**src/rtl/traffic_pkg.sv**
```systemverilog
// Shared types, default timing and the round-robin phase search for the
// multi-phase intersection controller.
//   phase_state_e : controller state encoding
//   DEF_*         : default timing/geometry values used by the top level
//   rr_next()     : next phase to serve given latched demand and current owner
package traffic_pkg;

   typedef enum logic [1:0] {
      ST_ALL_RED = 2'd0,
      ST_GREEN   = 2'd1,
      ST_YELLOW  = 2'd2
   } phase_state_e;

   localparam int DEF_NUM_PHASES = 4;
   localparam int DEF_CNT_W      = 8;
   localparam int DEF_MIN_GREEN  = 5;
   localparam int DEF_MAX_GREEN  = 15;
   localparam int DEF_YELLOW_T   = 3;
   localparam int DEF_ALLRED_T   = 2;

   // Widest demand vector rr_next() can search; callers size-cast into it.
   localparam int MAX_PHASES = 16;

   // First set bit of pend starting at active+1 and wrapping, with active
   // itself examined last. No demand at all falls back to phase 0.
   function automatic int unsigned rr_next(input logic [MAX_PHASES-1:0] pend,
                                           input int unsigned active,
                                           input int unsigned n);
      int unsigned idx;
      int unsigned result;
      logic        found;
      result = 0;
      found  = 1'b0;
      for (int k = 1; k <= MAX_PHASES; k++) begin
         idx = active + 32'(k);
         if (idx >= n) idx = idx - n;
         if ((32'(k) <= n) && !found && pend[idx[3:0]]) begin
            result = idx;
            found  = 1'b1;
         end
      end
      return result;
   endfunction

endpackage

```
**src/rtl/phase_timer.sv**
```systemverilog
// Saturating dwell counter for the intersection controller.
//   clk   : clock
//   rst   : synchronous active-high reset, count -> 0
//   clr   : synchronous clear, asserted on the edge a state is entered
//   count : cycles spent in the current state, sticks at all ones
module phase_timer #(
   parameter int CNT_W = 8
) (
   input  logic             clk,
   input  logic             rst,
   input  logic             clr,
   output logic [CNT_W-1:0] count
);

   always_ff @(posedge clk) begin
      if (rst || clr)
         count <= '0;
      else if (count != {CNT_W{1'b1}})
         count <= count + 1'b1;
   end

endmodule

```
**src/rtl/multi_phase_traffic_ctrl.sv**
```systemverilog
// N-phase signalised-intersection controller with demand latching and
// round-robin service (idle phases are skipped).
//   clk, rst      : clock, synchronous active-high reset
//   req           : per-phase demand sensor (level or one-cycle pulse)
//   red/yellow/green : per-phase lamps, decoded from registered state
//   active_phase  : owner of green/yellow, or last owner during all-red
//   pending       : latched demand
// Build option TRAFFIC_PREEMPT_EN adds preempt/preempt_phase for
// emergency-vehicle preemption.
//
// state      | meaning
// ST_ALL_RED | clearance, every approach red; picks the next phase on exit
// ST_GREEN   | active_phase green; exits on min/max green rules
// ST_YELLOW  | active_phase yellow for YELLOW_T cycles
module multi_phase_traffic_ctrl
   import traffic_pkg::*;
#(
   parameter int NUM_PHASES = DEF_NUM_PHASES,
   parameter int CNT_W      = DEF_CNT_W,
   parameter int MIN_GREEN  = DEF_MIN_GREEN,
   parameter int MAX_GREEN  = DEF_MAX_GREEN,
   parameter int YELLOW_T   = DEF_YELLOW_T,
   parameter int ALLRED_T   = DEF_ALLRED_T,
   localparam int PW        = (NUM_PHASES > 1) ? $clog2(NUM_PHASES) : 1
) (
   input  logic                  clk,
   input  logic                  rst,
   input  logic [NUM_PHASES-1:0] req,
`ifdef TRAFFIC_PREEMPT_EN
   input  logic                  preempt,
   input  logic [PW-1:0]         preempt_phase,
`endif
   output logic [NUM_PHASES-1:0] red,
   output logic [NUM_PHASES-1:0] yellow,
   output logic [NUM_PHASES-1:0] green,
   output logic [PW-1:0]         active_phase,
   output logic [NUM_PHASES-1:0] pending
);

   phase_state_e          state, state_nxt;
   logic [PW-1:0]         phase_nxt;
   logic [NUM_PHASES-1:0] pending_nxt;
   logic [NUM_PHASES-1:0] act_mask;
   logic [CNT_W-1:0]      timer;
   logic                  timer_clr;
   logic                  other_req;

   phase_timer #(.CNT_W(CNT_W)) u_timer (
      .clk   (clk),
      .rst   (rst),
      .clr   (timer_clr),
      .count (timer)
   );

   always_ff @(posedge clk) begin
      if (rst) begin
         state        <= ST_ALL_RED;
         active_phase <= PW'(NUM_PHASES - 1);
         pending      <= '0;
      end else begin
         state        <= state_nxt;
         active_phase <= phase_nxt;
         pending      <= pending_nxt;
      end
   end

   assign act_mask  = NUM_PHASES'(1) << active_phase;
   assign other_req = |(pending & ~act_mask);

   always_comb begin
      state_nxt   = state;
      phase_nxt   = active_phase;
      pending_nxt = pending;

      case (state)
         ST_ALL_RED: begin
            if (timer == CNT_W'(ALLRED_T - 1)) begin
               state_nxt = ST_GREEN;
               phase_nxt = PW'(rr_next(MAX_PHASES'(pending), 32'(active_phase),
                                       NUM_PHASES));
`ifdef TRAFFIC_PREEMPT_EN
               if (preempt) phase_nxt = preempt_phase;
`endif
            end
         end
         ST_GREEN: begin
            // Own demand only extends green up to MAX_GREEN, and only
            // competing demand can end it at all.
            if (timer >= CNT_W'(MIN_GREEN - 1) && other_req &&
                (!req[active_phase] || timer >= CNT_W'(MAX_GREEN - 1)))
               state_nxt = ST_YELLOW;
`ifdef TRAFFIC_PREEMPT_EN
            if (preempt)
               state_nxt = (active_phase == preempt_phase) ? ST_GREEN : ST_YELLOW;
`endif
         end
         ST_YELLOW: begin
            if (timer == CNT_W'(YELLOW_T - 1))
               state_nxt = ST_ALL_RED;
         end
         default: state_nxt = ST_ALL_RED;
      endcase

      // Demand from the phase already holding green is meaningless.
      if (state == ST_GREEN)
         pending_nxt = pending | (req & ~act_mask);
      else
         pending_nxt = pending | req;

      // Served demand is dropped on green entry, overriding a same-cycle set.
      if (state_nxt == ST_GREEN && state != ST_GREEN)
         pending_nxt = pending_nxt & ~(NUM_PHASES'(1) << phase_nxt);
   end

   assign timer_clr = (state_nxt != state);

   always_comb begin
      green  = '0;
      yellow = '0;
      if (state == ST_GREEN)  green  = act_mask;
      if (state == ST_YELLOW) yellow = act_mask;
      red = ~(green | yellow);
   end

endmodule

```
**config.mk**
```make
export PLATFORM = sky130hd
export DESIGN_NAME = multi_phase_traffic_ctrl
export DESIGN_NICKNAME = d
export VERILOG_FILES = /design/src/rtl/traffic_pkg.sv /design/src/rtl/phase_timer.sv /design/src/rtl/multi_phase_traffic_ctrl.sv
export SDC_FILE = /design/constraint.sdc
export NUM_CORES = 1
export LEC_CHECK = 0
export CAP_MARGIN = 20
export CORE_MARGIN = 8
export CORE_UTILIZATION = 40
export CTS_CLUSTER_SIZE = 28
export DETAILED_ROUTE_END_ITERATION = 16
export DONT_BUFFER_PORTS = 1
export PLACE_DENSITY_LB_ADDON = 0.08
export SLEW_MARGIN = 10
export SYNTH_ARGS = -nofsm -noshare
export SYNTH_HDL_FRONTEND = slang
export SYNTH_HIERARCHICAL = 1
export SYNTH_SLANG_ARGS = --single-unit
```
**constraint.sdc**
```tcl
create_clock -name clk -period 4.3 [get_ports clk]
set_input_delay 0.86 -clock clk [delete_from_list [all_inputs] [get_ports clk]]
set_output_delay 0.86 -clock clk [all_outputs]
set_load 0.02 [all_outputs]
```
==> results.cfg <==
[hold_path]
min_path_type = reg -> reg
hold_path_depth = 2

[floorplan]
start_util_pct = 41.03
rows = 21
die_w_um = 74.04
core_area_mm2 = 0.003284
ios = 24
die-area_mm2 = 0.005482
die_height_um = 74.04

[critical_path]
r2r_slack_ns = 1.39
reg2reg_from = active_phase[0]
rr_worst_depth = 7
crit_type = reg -> out
cp.arrival_ns = 2.32
worstPathMaxFanout = 14
reg2reg_to = pending[1]
worstSetupEndpointType = output port
critPathLaunchType = flop
crit_start = active_phase[0]
crit_end = red[2]
required_ns = 3.44

[clock_tree]
numCtsBuffers = 3
clk_pin_slew_ns = 0.10
cts_tree = yes
cts_num_sinks = 16
cts_max_path_buffers = 2
clock_latency_ns = 0.29
cts_resized = 0
cts-htree-levels = 1
cts-root-buf = clkbuf_4
cts_setup_buffers = 0
cts_hold_buffers = 0

[route]
vias = 1162
avgRoutedWirePerCell_um = 15.46
drt_iter0_drc = 46
final_antenna_net_count = 0
dr.pass1.iters = 4
drc = 0
wirelength_um = 3201
via_per_inst = 5.614

[sta]
timing.final.max_slew_violations = 0
grt_setup_unrepaired = false
hold_slack_ns = 0.5843
period_share_pct = 73.86
setup_violations = 0
tns_ns = 0
final_hold_viol_count = 0
tightest_slew_ns = 0.7949
min_period_ns = 3.176
fin_skew_ns = 0.0008598
slew_headroom_pct = 46.93
fmax_mhz = 314.9

[global_routing]
grt_max_degree = 15
antenna_found_initial = 0
grt_pass1_vias = 1136
grt_first_pass_wirelength_um = 5451
grt.total_usage_pct = 12.61
grt-ovfl-total = 0

[final_layout]
final_core_util_pct = 42.93
layout_commonest_cell = dfxtp_1
drive_gt1_share_pct = 18.01
syn2layout_area_growth_pct = 4.642
diodes = 0
fin_nets = 176
fillCellCount = 348
layout_common_cells = 16 x dfxtp_1, 14 x inv_1, 13 x nor2_1, 13 x nand2_1

[placed_design]
port_buffers = 0
place.gp.congestion = 0.8161
dp.final_hpwl_um = 2505

[synth]
synth_compound_area_share_pct = 20.52
avgSynthCellArea_um2 = 8.370
ys_warn_count = 6
synthAdderAreaFrac_pct = 7.428
synth_area_mm2 = 0.001348
synth_edf_count = 0
synthArstFlopShare_pct = 0
synth_top_family_by_area = simple AND/OR/NAND/NOR gates
synth_mux_area_share_pct = 9.006
synth_xor_area_share_pct = 0
yosysUniqueCellTypes = 55
ys_seq_area_share_pct = 23.77
synth_ff_type = dfxtp_1
syn_nets = 175
yosys_register_bits = 16
netlist_instances = 161
synthSimpleGateAreaFrac_pct = 33.05

[pwr]
ir_worst_vdd_v = 0.0001862
p_leak_nw = 0.5679
power_density_mw_per_mm2 = 448.5

[status]
status = finished, final reports clean

[job]
drv_cap = 0
cells in the mapped netlist, types with 2 or more instances:
master / count / area [µm²]
o21ai_0: 4 / 20.02
mux4_2: 3 / 67.56
and3_1: 2 / 12.51
ha_1: 8 / 100.1
a211oi_2: 2 / 25.02
or2_2: 2 / 12.51
nor3b_2: 2 / 25.02
or2_1: 2 / 12.51
nor2_1: 13 / 48.80
nand4_1: 3 / 18.77
and2_1: 4 / 25.02
buf_4: 2 / 15.01
a21oi_2: 2 / 17.52
nor3_1: 8 / 40.04
nand2_1: 13 / 48.80
nand2b_1: 2 / 12.51
a211oi_1: 2 / 15.01
nand3_1: 5 / 25.02
a31oi_1: 6 / 37.54
dfxtp_1: 16 / 320.3
inv_1: 14 / 52.55
a21oi_1: 8 / 40.04
nor3_2: 2 / 20.02
mux2i_1: 4 / 40.04
o22ai_1: 2 / 12.51
stage by stage:
step                      total power, mW  setup WS [ns]  instances  cell area, µm²
final                              0.6324          1.124        207            1410
after floorplan                    0.4778          1.858        161            1348
after global routing               0.6789         0.9139        207            1410
after CTS                          0.6400          1.074        207            1410
after global placement             0.5333          1.435        203            1374
after detailed placement           0.5340          1.371        203            1374
worst min path at each step:
stage	from	end	slack (ns)
after floorplan	state[0]	state[0]	0.51
after global placement	state[1]	state[0]	0.55
after detailed placement	state[0]	state[0]	0.57
after CTS	state[0]	state[0]	0.59
after global routing	rst	state[1]	0.60
final	state[0]	state[0]	0.58
routing by layer:
layer	track usage (%)	share of wire (%)
met2	20.70	46
met4	6.652	2.0
met5	0	0
met1	15.59	46
met3	1.617	5.2
power by group:
group          total, mW  switching (mW)  internal, mW
sequential         0.231          0.0653         0.166
clock              0.101          0.0498        0.0516
combinational      0.300           0.162         0.138
final cells by class:
class	instances	area [µm²]	share of cell area (%)
Sequential cell	16	320.3	22.72
Inverter	14	52.55	3.727
Clock buffer	4	36.28	2.573
Tap cell	46	57.56	4.082
Multi-Input combinational cell	127	943.4	66.90
critical path, stage by stage, from the launching register on:
cell and delay [ns]:
dfxtp_1 0.85, inv_1 0.27, ha_1 0.33, and2_1 0.23, nor2_1 0.34
sequential cells by signal (all words and copies together), names as in the netlist:
register       flops
u_timer/count      8
state              2
pending            4
active_phase       2
logic make-up (layout without fill, tap and decap cells):
family                   count (synthesis)  count (layout)
AO/OA/AOI/OAI                           38              38
adder cells (fa/ha/maj)                  8               8
buffers and inverters                   18              18
flip-flops                              16              16
multiplexers                             8               8
AND/OR/NAND/NOR                         73              73
Power figures use the tool's default switching activity.
